## config.mk

```make
export PLATFORM = sky130hd
export DESIGN_NAME = dma_ctrl
export DESIGN_NICKNAME = d
export VERILOG_FILES = /design/src/rtl/dma_ctrl.sv
export SDC_FILE = /design/constraint.sdc
export NUM_CORES = 1
export LEC_CHECK = 0
export ABC_AREA = 1
export BUFFER_PORTS_ARGS = -buffer_cell sky130_fd_sc_hd__buf_2
export CORE_MARGIN = 3
export CORE_UTILIZATION = 30
export CTS_BUF_LIST = sky130_fd_sc_hd__clkbuf_8 sky130_fd_sc_hd__clkbuf_16
export CTS_CLUSTER_DIAMETER = 30
export DETAILED_ROUTE_END_ITERATION = 10
export GPL_TIMING_DRIVEN = 0
export SYNTH_ARGS = -nofsm -noshare
export SYNTH_HDL_FRONTEND = slang
export SYNTH_SLANG_ARGS = --single-unit
```

## constraint.sdc

```tcl
create_clock -name clk -period 1.95 [get_ports clk]
set_clock_uncertainty 0.1 [all_clocks]
set_input_delay 0 -clock clk [delete_from_list [all_inputs] [get_ports clk]]
set_output_delay 0 -clock clk [all_outputs]
set_load 0.03 [all_outputs]
```

## src/rtl/dma_ctrl.sv

```systemverilog
// dma_ctrl: memory-to-memory DMA controller for the 6801 system bus.
//
// The CPU programs SRC, DST and CNT through an 8-byte register window and then
// writes CTRL.start.  The block requests the bus.  Once it is granted, it copies
// one byte per RD/WR cycle pair as bus master.  It gives the bus back for one
// cycle after every BURST copies.  done (and irq when ie is set) flags
// completion.
//
// Ports:
//   clk, rst          system clock, synchronous active-high reset
//   AD, DI, DO        register select, CPU write data, combinational read data
//   rw, cs            CPU direction (1 = read) and vma-qualified register select
//   irq               level interrupt, done & ie
//   bus_req/bus_grant bus mastership handshake
//   m_AD, m_DO, m_DI  master address, write data, read data
//   m_rw, m_vma       master direction (1 = read) and cycle valid
//
// Bus handshake: bus_req is a request that stays high from REQ through every
// RD/WR pair of a burst.  A master cycle is issued only after bus_grant has
// been seen high.  The top level keeps bus_grant stable while bus_req is high.
// Grant is sampled only in REQ and at the end of each WR.
module dma_ctrl #(
    parameter int BURST = 4
) (
    input  logic        clk,
    input  logic        rst,
    input  logic [2:0]  AD,
    input  logic [7:0]  DI,
    output logic [7:0]  DO,
    input  logic        rw,
    input  logic        cs,
    output logic        irq,
    output logic        bus_req,
    input  logic        bus_grant,
    output logic [15:0] m_AD,
    output logic [7:0]  m_DO,
    input  logic [7:0]  m_DI,
    output logic        m_rw,
    output logic        m_vma
);

    typedef enum logic [2:0] {
        S_IDLE, S_REQ, S_RD, S_WR, S_REL, S_DONE, S_DONE_ABORT
    } state_t;

    localparam logic [7:0] BURST_LD = 8'(BURST);

    state_t      state, state_next;
    logic [15:0] src, dst, cnt;
    logic [7:0]  burst_cnt, latch;
    logic        ie, src_fixed, dst_fixed, done, aborted, abort_pend;
    logic        busy, wr_en, start_req;

    assign busy      = (state != S_IDLE);
    assign wr_en     = cs && !rw;
    assign start_req = wr_en && (AD == 3'd6) && DI[0] && !busy;
    assign irq       = done & ie;

    // Next-state logic
    always_comb begin
        state_next = state;
        case (state)
            S_IDLE:       if (start_req && cnt != 16'd0) state_next = S_REQ;
            S_REQ: begin
                if (abort_pend)     state_next = S_DONE_ABORT;
                else if (bus_grant) state_next = S_RD;
            end
            S_RD:         state_next = S_WR;
            S_WR: begin
                if (cnt == 16'd1)           state_next = S_DONE;
                else if (abort_pend)        state_next = S_DONE_ABORT;
                else if (burst_cnt == 8'd1) state_next = S_REL;
                else if (bus_grant)         state_next = S_RD;
                else                        state_next = S_REQ;
            end
            S_REL:        state_next = S_REQ;
            S_DONE:       state_next = S_IDLE;
            S_DONE_ABORT: state_next = S_IDLE;
            default:      state_next = S_IDLE;
        endcase
    end

    // Master port outputs, decoded from state
    always_comb begin
        bus_req = (state == S_REQ) || (state == S_RD) || (state == S_WR);
        m_vma   = (state == S_RD) || (state == S_WR);
        m_rw    = (state != S_WR);
        m_AD    = 16'h0000;
        m_DO    = 8'h00;
        if (state == S_RD) m_AD = src;
        if (state == S_WR) begin
            m_AD = dst;
            m_DO = latch;
        end
    end

    // CPU read mux
    always_comb begin
        DO = 8'h00;
        case (AD)
            3'd0: DO = src[15:8];
            3'd1: DO = src[7:0];
            3'd2: DO = dst[15:8];
            3'd3: DO = dst[7:0];
            3'd4: DO = cnt[15:8];
            3'd5: DO = cnt[7:0];
            3'd6: DO = {done, aborted, 2'b00, dst_fixed, src_fixed, ie, busy};
            3'd7: DO = {done, aborted, 6'b000000};
            default: DO = 8'h00;
        endcase
    end

    always_ff @(posedge clk) begin
        if (rst) begin
            state      <= S_IDLE;
            src        <= 16'h0000;
            dst        <= 16'h0000;
            cnt        <= 16'h0000;
            burst_cnt  <= 8'h00;
            latch      <= 8'h00;
            ie         <= 1'b0;
            src_fixed  <= 1'b0;
            dst_fixed  <= 1'b0;
            done       <= 1'b0;
            aborted    <= 1'b0;
            abort_pend <= 1'b0;
        end else begin
            state <= state_next;

            // CPU writes; address/count registers are frozen while busy
            if (wr_en) begin
                case (AD)
                    3'd0: if (!busy) src[15:8] <= DI;
                    3'd1: if (!busy) src[7:0]  <= DI;
                    3'd2: if (!busy) dst[15:8] <= DI;
                    3'd3: if (!busy) dst[7:0]  <= DI;
                    3'd4: if (!busy) cnt[15:8] <= DI;
                    3'd5: if (!busy) cnt[7:0]  <= DI;
                    3'd6: begin
                        ie <= DI[1];
                        if (!busy) begin
                            src_fixed <= DI[2];
                            dst_fixed <= DI[3];
                        end else if (DI[4]) begin
                            abort_pend <= 1'b1;
                        end
                    end
                    3'd7: begin
                        done    <= 1'b0;
                        aborted <= 1'b0;
                    end
                    default: ;
                endcase
            end

            // Transfer bookkeeping; placed after the CPU writes so that a
            // completion in the same cycle as a STAT write leaves done set.
            case (state)
                S_IDLE: begin
                    abort_pend <= 1'b0;
                    if (start_req) begin
                        if (cnt == 16'd0) begin
                            done <= 1'b1;
                        end else begin
                            done      <= 1'b0;
                            aborted   <= 1'b0;
                            burst_cnt <= BURST_LD;
                        end
                    end
                end
                S_RD:  latch <= m_DI;
                S_WR: begin
                    if (!src_fixed) src <= src + 16'd1;
                    if (!dst_fixed) dst <= dst + 16'd1;
                    cnt       <= cnt - 16'd1;
                    burst_cnt <= burst_cnt - 8'd1;
                end
                S_REL: burst_cnt <= BURST_LD;
                default: ;
            endcase

            if (state_next == S_DONE)       done    <= 1'b1;
            if (state_next == S_DONE_ABORT) aborted <= 1'b1;
        end
    end

endmodule

```

Yosys cells after proc, flatten, opt, wreduce, memory -nomap -nowiden

Index checks and enable logic that the tools add are counted.

Eq/ne operators: 19
$add $sub $neg: 4
Bitwise operators: 2
Reductions and logical operators: 26
Muxes and demuxes: 46

Operator list:

| operator                                                              | number |
|---|---|
| 16-bit two-way mux                                                    | 10 |
| 8-bit two-way mux                                                     | 14 |
| 8-bit one-hot mux with 8 select lines                                 | 1 |
| 16-bit by 1-bit adder with 16-bit output (second input constant)      | 2 |
| 8-bit one-hot mux with 3 select lines                                 | 1 |
| 3-bit == test (second input constant)                                 | 7 |
| 3-bit two-way mux                                                     | 6 |
| 16-bit by 1-bit == test with 1-bit output (second input constant)     | 1 |
| 16-bit zero test                                                      | 1 |
| 16-bit nonzero test                                                   | 1 |
| 16-bit by 1-bit subtractor with 16-bit output (second input constant) | 1 |
| 3-bit one-hot mux with 5 select lines                                 | 1 |
| 3-bit by 2-bit == test with 1-bit output (second input constant)      | 4 |
| 1-bit two-way mux                                                     | 12 |
| 3-bit AND reduction                                                   | 4 |
| 8-bit by 1-bit == test with 1-bit output (second input constant)      | 1 |
| 8-bit by 1-bit subtractor with 8-bit output (second input constant)   | 1 |
| 3-bit by 1-bit == test with 1-bit output (second input constant)      | 2 |
| 3-bit zero test                                                       | 2 |
| 2-bit nonzero test                                                    | 3 |
| 3-bit nonzero test                                                    | 2 |
| 1-bit logical AND                                                     | 5 |
| 2-bit != test (second input constant)                                 | 2 |
| 4-bit AND reduction                                                   | 1 |
| 9 further kinds                                                       | 12 |

Input port bits: 24
Register bits after elaboration: 73

Logic depth before layout (Yosys ltp)

Depth in word-level cells: 10
Gate-level depth with buffers: 12

Least setup slack after synthesis

No wires, ideal clock.

Path kind: register to output
From: reg state[2]
To: out m_AD[14]
Arrival time: 1752 ps
Setup slack: 98 ps
Stages on the path, launching flop included: 9
Data required time: 1850 ps
Path through: dfxtp_1 -> inv_2 -> nand2_2 -> inv_2 -> nand2_4 -> buf_6 -> buf_4 -> buf_2 -> o22ai_1

Word-level cells in the longest chain between the ends: 3

RTL lines:

| what                                     | RTL line | RTL |
|---|---|---|
| from (decl)                              | 48       | `state_t state, state_next;` |
| from (signal assigned)                   | 128      | `state <= state_next;` |
| 3-bit by 2-bit == test with 1-bit output | 90       | `if (state == S_RD) m_AD = src;` |
| 16-bit two-way mux                       | 90       |  |
| 16-bit two-way mux *                     | 91       | `if (state == S_WR) begin` |
| to (decl)                                | 35       | `output logic [15:0] m_AD,` |

Every way passes the cells marked *; elsewhere a longest branch is shown, timed or not.

Worst setup path in the final report

From: reg state[2]
To: out m_AD[13]

Same word-level chain as after synthesis.

==> flow_results.org <==
** Run status
- The flow ran to the end, and the final reports show no timing, DRC or antenna violations.

** GRT
- Overall fraction of global-route tracks in use :: 0.1958
- Vias in the first global route :: 5202
- Initial antenna violation count :: 0
- For this run, global-route usage on met2 was measured as 0.3145.
- GR Layer Usage met3 :: 0.04219
- Entering global routing, the biggest net connects 13 pins.
- Met1 Usage GRT :: 0.2644
- Wire length of the first global-routing pass :: 28.12 mm
- Busiest grt layer :: met2
- Summed over all layers, the global routing overflow is 0.

** Logic synthesis
- In this run, distinct cell masters in the synthesized netlist total 36.
- After synthesis the netlist holds a flip-flop and latch count of 73.
- Of the synthesized area, sequential elements account for 0.2866.
- Fraction of post-synthesis cell area in the top cell type by area :: 0.2866
- Mean cell area of the mapped netlist :: 6.256 sq um
- The mapped netlist covers just over 0.005 sq mm.
- Post-synthesis net count :: 846
- After synthesis, the cell types taking the most area are sky130_fd_sc_hd__dfxtp_1 29%, sky130_fd_sc_hd__nand2_1 9.5%, sky130_fd_sc_hd__inv_1 8.5%, sky130_fd_sc_hd__nor2_1 7.8%, sky130_fd_sc_hd__a21oi_1 7.4%.
- Cell accounting for the most synthesized area :: sky130_fd_sc_hd__dfxtp_1
- Warnings from Yosys :: 0
- Synthesized netlist cell count :: 815

** Final layout
- For this run, the share of the core covered by cells in the final layout is 0.3791.
- Relative to the synthesized area, the layout overhead comes to 23.29%.
- In the final design database the tool counted 932 nets.
- Layout cell share with drive strength beyond 1 :: 0.1634
- The number of antenna diodes in the final layout is 0.
- Final std cell area, no fill :: 0.006286 sq mm
- Cell Count, Final, Fillers Out :: 1126

** Clock tree
- Number of H-tree levels :: 3
- Total clock buffers created by CTS :: 9
- TritonCTS built the clock tree.
- Clock-pin slew was measured on the worst setup and hold paths at 0.06 ns.
- Clock latency on the worst-skew pair, taken at its later pin, is 0.35 ns.
- Cell at the root of the clock tree :: sky130_fd_sc_hd__clkbuf_16
- Clock buffer depth :: 2
- Sink count of the clock tree :: 73

** Routing
- Total detailed-routing wirelength :: 18.31 mm
- DRC violation total after the first TritonRoute iteration :: 663
- Number of vias in the routed layout :: 5831
- Drt pass-1 iters :: 6
- Final ANT Viol Nets :: 0
- Post-route DRC :: 0
- After detailed routing, the number of vias per cell comes to 5.179.
- Routed length per instance :: 16.26 um

** STA
- For the pin with the worst max-slew slack, the measured transition is 0.7595 ns.
- Final setup violating endpoints :: 0
- The final number of max-transition violations came to 0.
- Max transition margin :: 0.4937
- RSZ-0062 raised after global routing :: yes
- The total count of hold-check failures in the final report was 0.
- Static timing analysis puts the maximum clock frequency at 533.4 MHz.
- Minimum period implied by the final worst setup slack :: between 1.5 and 2 ns
- In the final timing run, aggregate negative setup slack is 0 ns.
- Share of the clock period used by the worst path after layout :: 0.9614

** Setup path
- The worst setup path is of the reg -> out kind.
- The worst setup path is launched from a flop.
- WP data required :: 1.85 ns
- Endpoint arrival time on the critical path :: 1.77 ns
- Highest fanout seen on the critical path :: 10
- Crit end category :: output pin

** Die
- The floorplan step defined a die boundary enclosing 0.01860 sq mm.
- Initial cell density of the core :: 0.3075
- Number of primary I/O pins :: 60
- Height of the die :: 136.4 um
- In this run the horizontal extent of the chip is 136.4 um.
- Site Rows :: 47
- CORE AREA :: 0.01658 sq mm

** Placed design
- Sum of net half-perimeters after detailed placement :: 13.52 mm
- Including well taps, the total number of placed cells is 1092.
- In this run the tool buffered the top-level ports with 57 buffer cells.
- Area after detailed placement :: 0.005659 sq mm
- At the end of routability-driven placement, the weighted congestion stood at 0.9099.

** Power and ir drop
- Summing internal, switching and leakage power gives 3.640 mW.
- Power density relative to cell area :: approximately 580 mW/mm^2
- IR Drop Worst-Case VDD :: about 0.36 mV
- Leakage power summed over all cells :: 2.676 nW

** Job
- Number of maximum-capacitance constraint violations :: 0

** Hold path
- Path category of the worst min-delay check :: in -> reg
[cell usage after synthesis]
library cell / instances
sky130_fd_sc_hd__nand2_1: 129
sky130_fd_sc_hd__inv_1: 116
sky130_fd_sc_hd__nor2_1: 106
sky130_fd_sc_hd__a21oi_1: 75
sky130_fd_sc_hd__o21ai_0: 75
sky130_fd_sc_hd__dfxtp_1: 73
sky130_fd_sc_hd__nand3_1: 56
sky130_fd_sc_hd__o22ai_1: 28
sky130_fd_sc_hd__o21ai_1: 16
sky130_fd_sc_hd__nor3_1: 14
sky130_fd_sc_hd__xor2_1: 13
sky130_fd_sc_hd__o211ai_1: 11
sky130_fd_sc_hd__buf_2: 10
sky130_fd_sc_hd__inv_2: 10
sky130_fd_sc_hd__a31oi_1: 9
sky130_fd_sc_hd__clkbuf_1: 8
sky130_fd_sc_hd__buf_6: 7
sky130_fd_sc_hd__ha_1: 7
sky130_fd_sc_hd__nand2_2: 6
sky130_fd_sc_hd__nand4_1: 6
sky130_fd_sc_hd__nor2_4: 5
sky130_fd_sc_hd__nor2_2: 4
sky130_fd_sc_hd__o2111ai_1: 4
sky130_fd_sc_hd__o21bai_1: 4
sky130_fd_sc_hd__or2_2: 4
sky130_fd_sc_hd__nand2_4: 3
sky130_fd_sc_hd__nand3_2: 3
sky130_fd_sc_hd__xnor2_1: 3
sky130_fd_sc_hd__buf_4: 2
sky130_fd_sc_hd__nand3b_1: 2
sky130_fd_sc_hd__a21oi_2: 1
sky130_fd_sc_hd__and2_1: 1
sky130_fd_sc_hd__inv_4: 1
sky130_fd_sc_hd__nor3_2: 1
sky130_fd_sc_hd__nor3_4: 1
sky130_fd_sc_hd__o211ai_2: 1
[layer usage]
metal  part of all wire  vias up
met4              0.020        0
met1               0.44     2665
li1                   -     2871
met3              0.086       35
met2               0.46      260
met5                  0        -
[timing repair]
item                                   CTS  global route
hold buffers                            15             0
setup endpoints to repair               25            19
endpoints found under the hold margin   22             0
setup buffers                            0             4
gates resized for setup                 25            18
cloned                                   0             0
[per-stage QoR]
stage	setup WS [ns]	hold WS, ns
3_5_place_dp	0.09211	0.1835
4_1_cts	-0.02150	0.007931
5_1_grt	-0.006581	0.07103
3_3_place_gp	0.1118	0.1822
2_1_floorplan	0.09797	0.07343
6_report	0.07520	0.008560
[where the power goes]
group / total, mW / switching [mW] / internal, mW / leakage, nW
logic: 0.333 / 0.226 / 0.107 / 1.93
clock network: 1.78 / 0.674 / 1.11 / 0.154
registers: 1.52 / 0.0169 / 1.51 / 0.589
total: 3.64 / 0.917 / 2.72 / 2.68
[state kept, by name, indices dropped and copies added, names as in the netlist]
register and flops:
src_fixed 1, cnt 16, state 3, latch 8, abort_pend 1, aborted 1, burst_cnt 8, dst 16
ie 1, src 16, done 1, dst_fixed 1
[final cells by class]
type	count	area, sq um
Inverter	127	481.7
Buffer	26	185.2
Clock buffer	9	225.2
Fill cell	1872	10300
Clock inverter	7	87.58
Multi-Input combinational cell	588	3068
Timing Repair Buffer	76	500.5
Tap cell	220	275.3
Sequential cell	73	1463
[cell usage in the layout (no fill, tap or decap), drive strengths merged, types with 12 or more instances in the layout]
master       instances
nand2              138
o22ai               28
a21oi               76
nor3                16
o211ai              12
nand3               59
nor2               115
clkbuf              15
o21ai               91
dlygate4sd3         15
inv                129
xor2                13
buf                 81
dfxtp               73
[worst paths after layout]
check | start | cells past startpoint | endpoint | slack, ns
setup / recovery | state[2] | 8 | m_AD[13] | 0.08
hold / removal | DI[0] | 5 | src[8] | 0.009
hold reg to reg | latch[7] | 2 | latch[7] | 0.35
setup reg to reg | state[0] | 8 | cnt[14] | 0.12
[critical path, stage by stage (launching register included)]
cell and delay, ns:
sky130_fd_sc_hd__dfxtp_2 0.34, sky130_fd_sc_hd__inv_2 0.09, sky130_fd_sc_hd__nand2_2 0.09, sky130_fd_sc_hd__inv_4 0.09, sky130_fd_sc_hd__nand2_8 0.09, sky130_fd_sc_hd__buf_12 0.18, sky130_fd_sc_hd__buf_4 0.17, sky130_fd_sc_hd__o22ai_2 0.17
sky130_fd_sc_hd__buf_4 0.19
[kinds of logic (layout without fill, tap and decap cells)]
group           Yosys count  in the layout  share of synthesized area
compound gates          224            224                     0.2415
xor+xnor                 16             16                    0.02749
fa+ha+maj                 7              7                    0.01718
buf+inv                 154            245                     0.1281
flops                    73             73                     0.2866
simple gates            341            341                     0.2991
Note: power is estimated with default switching activity, not from simulation.
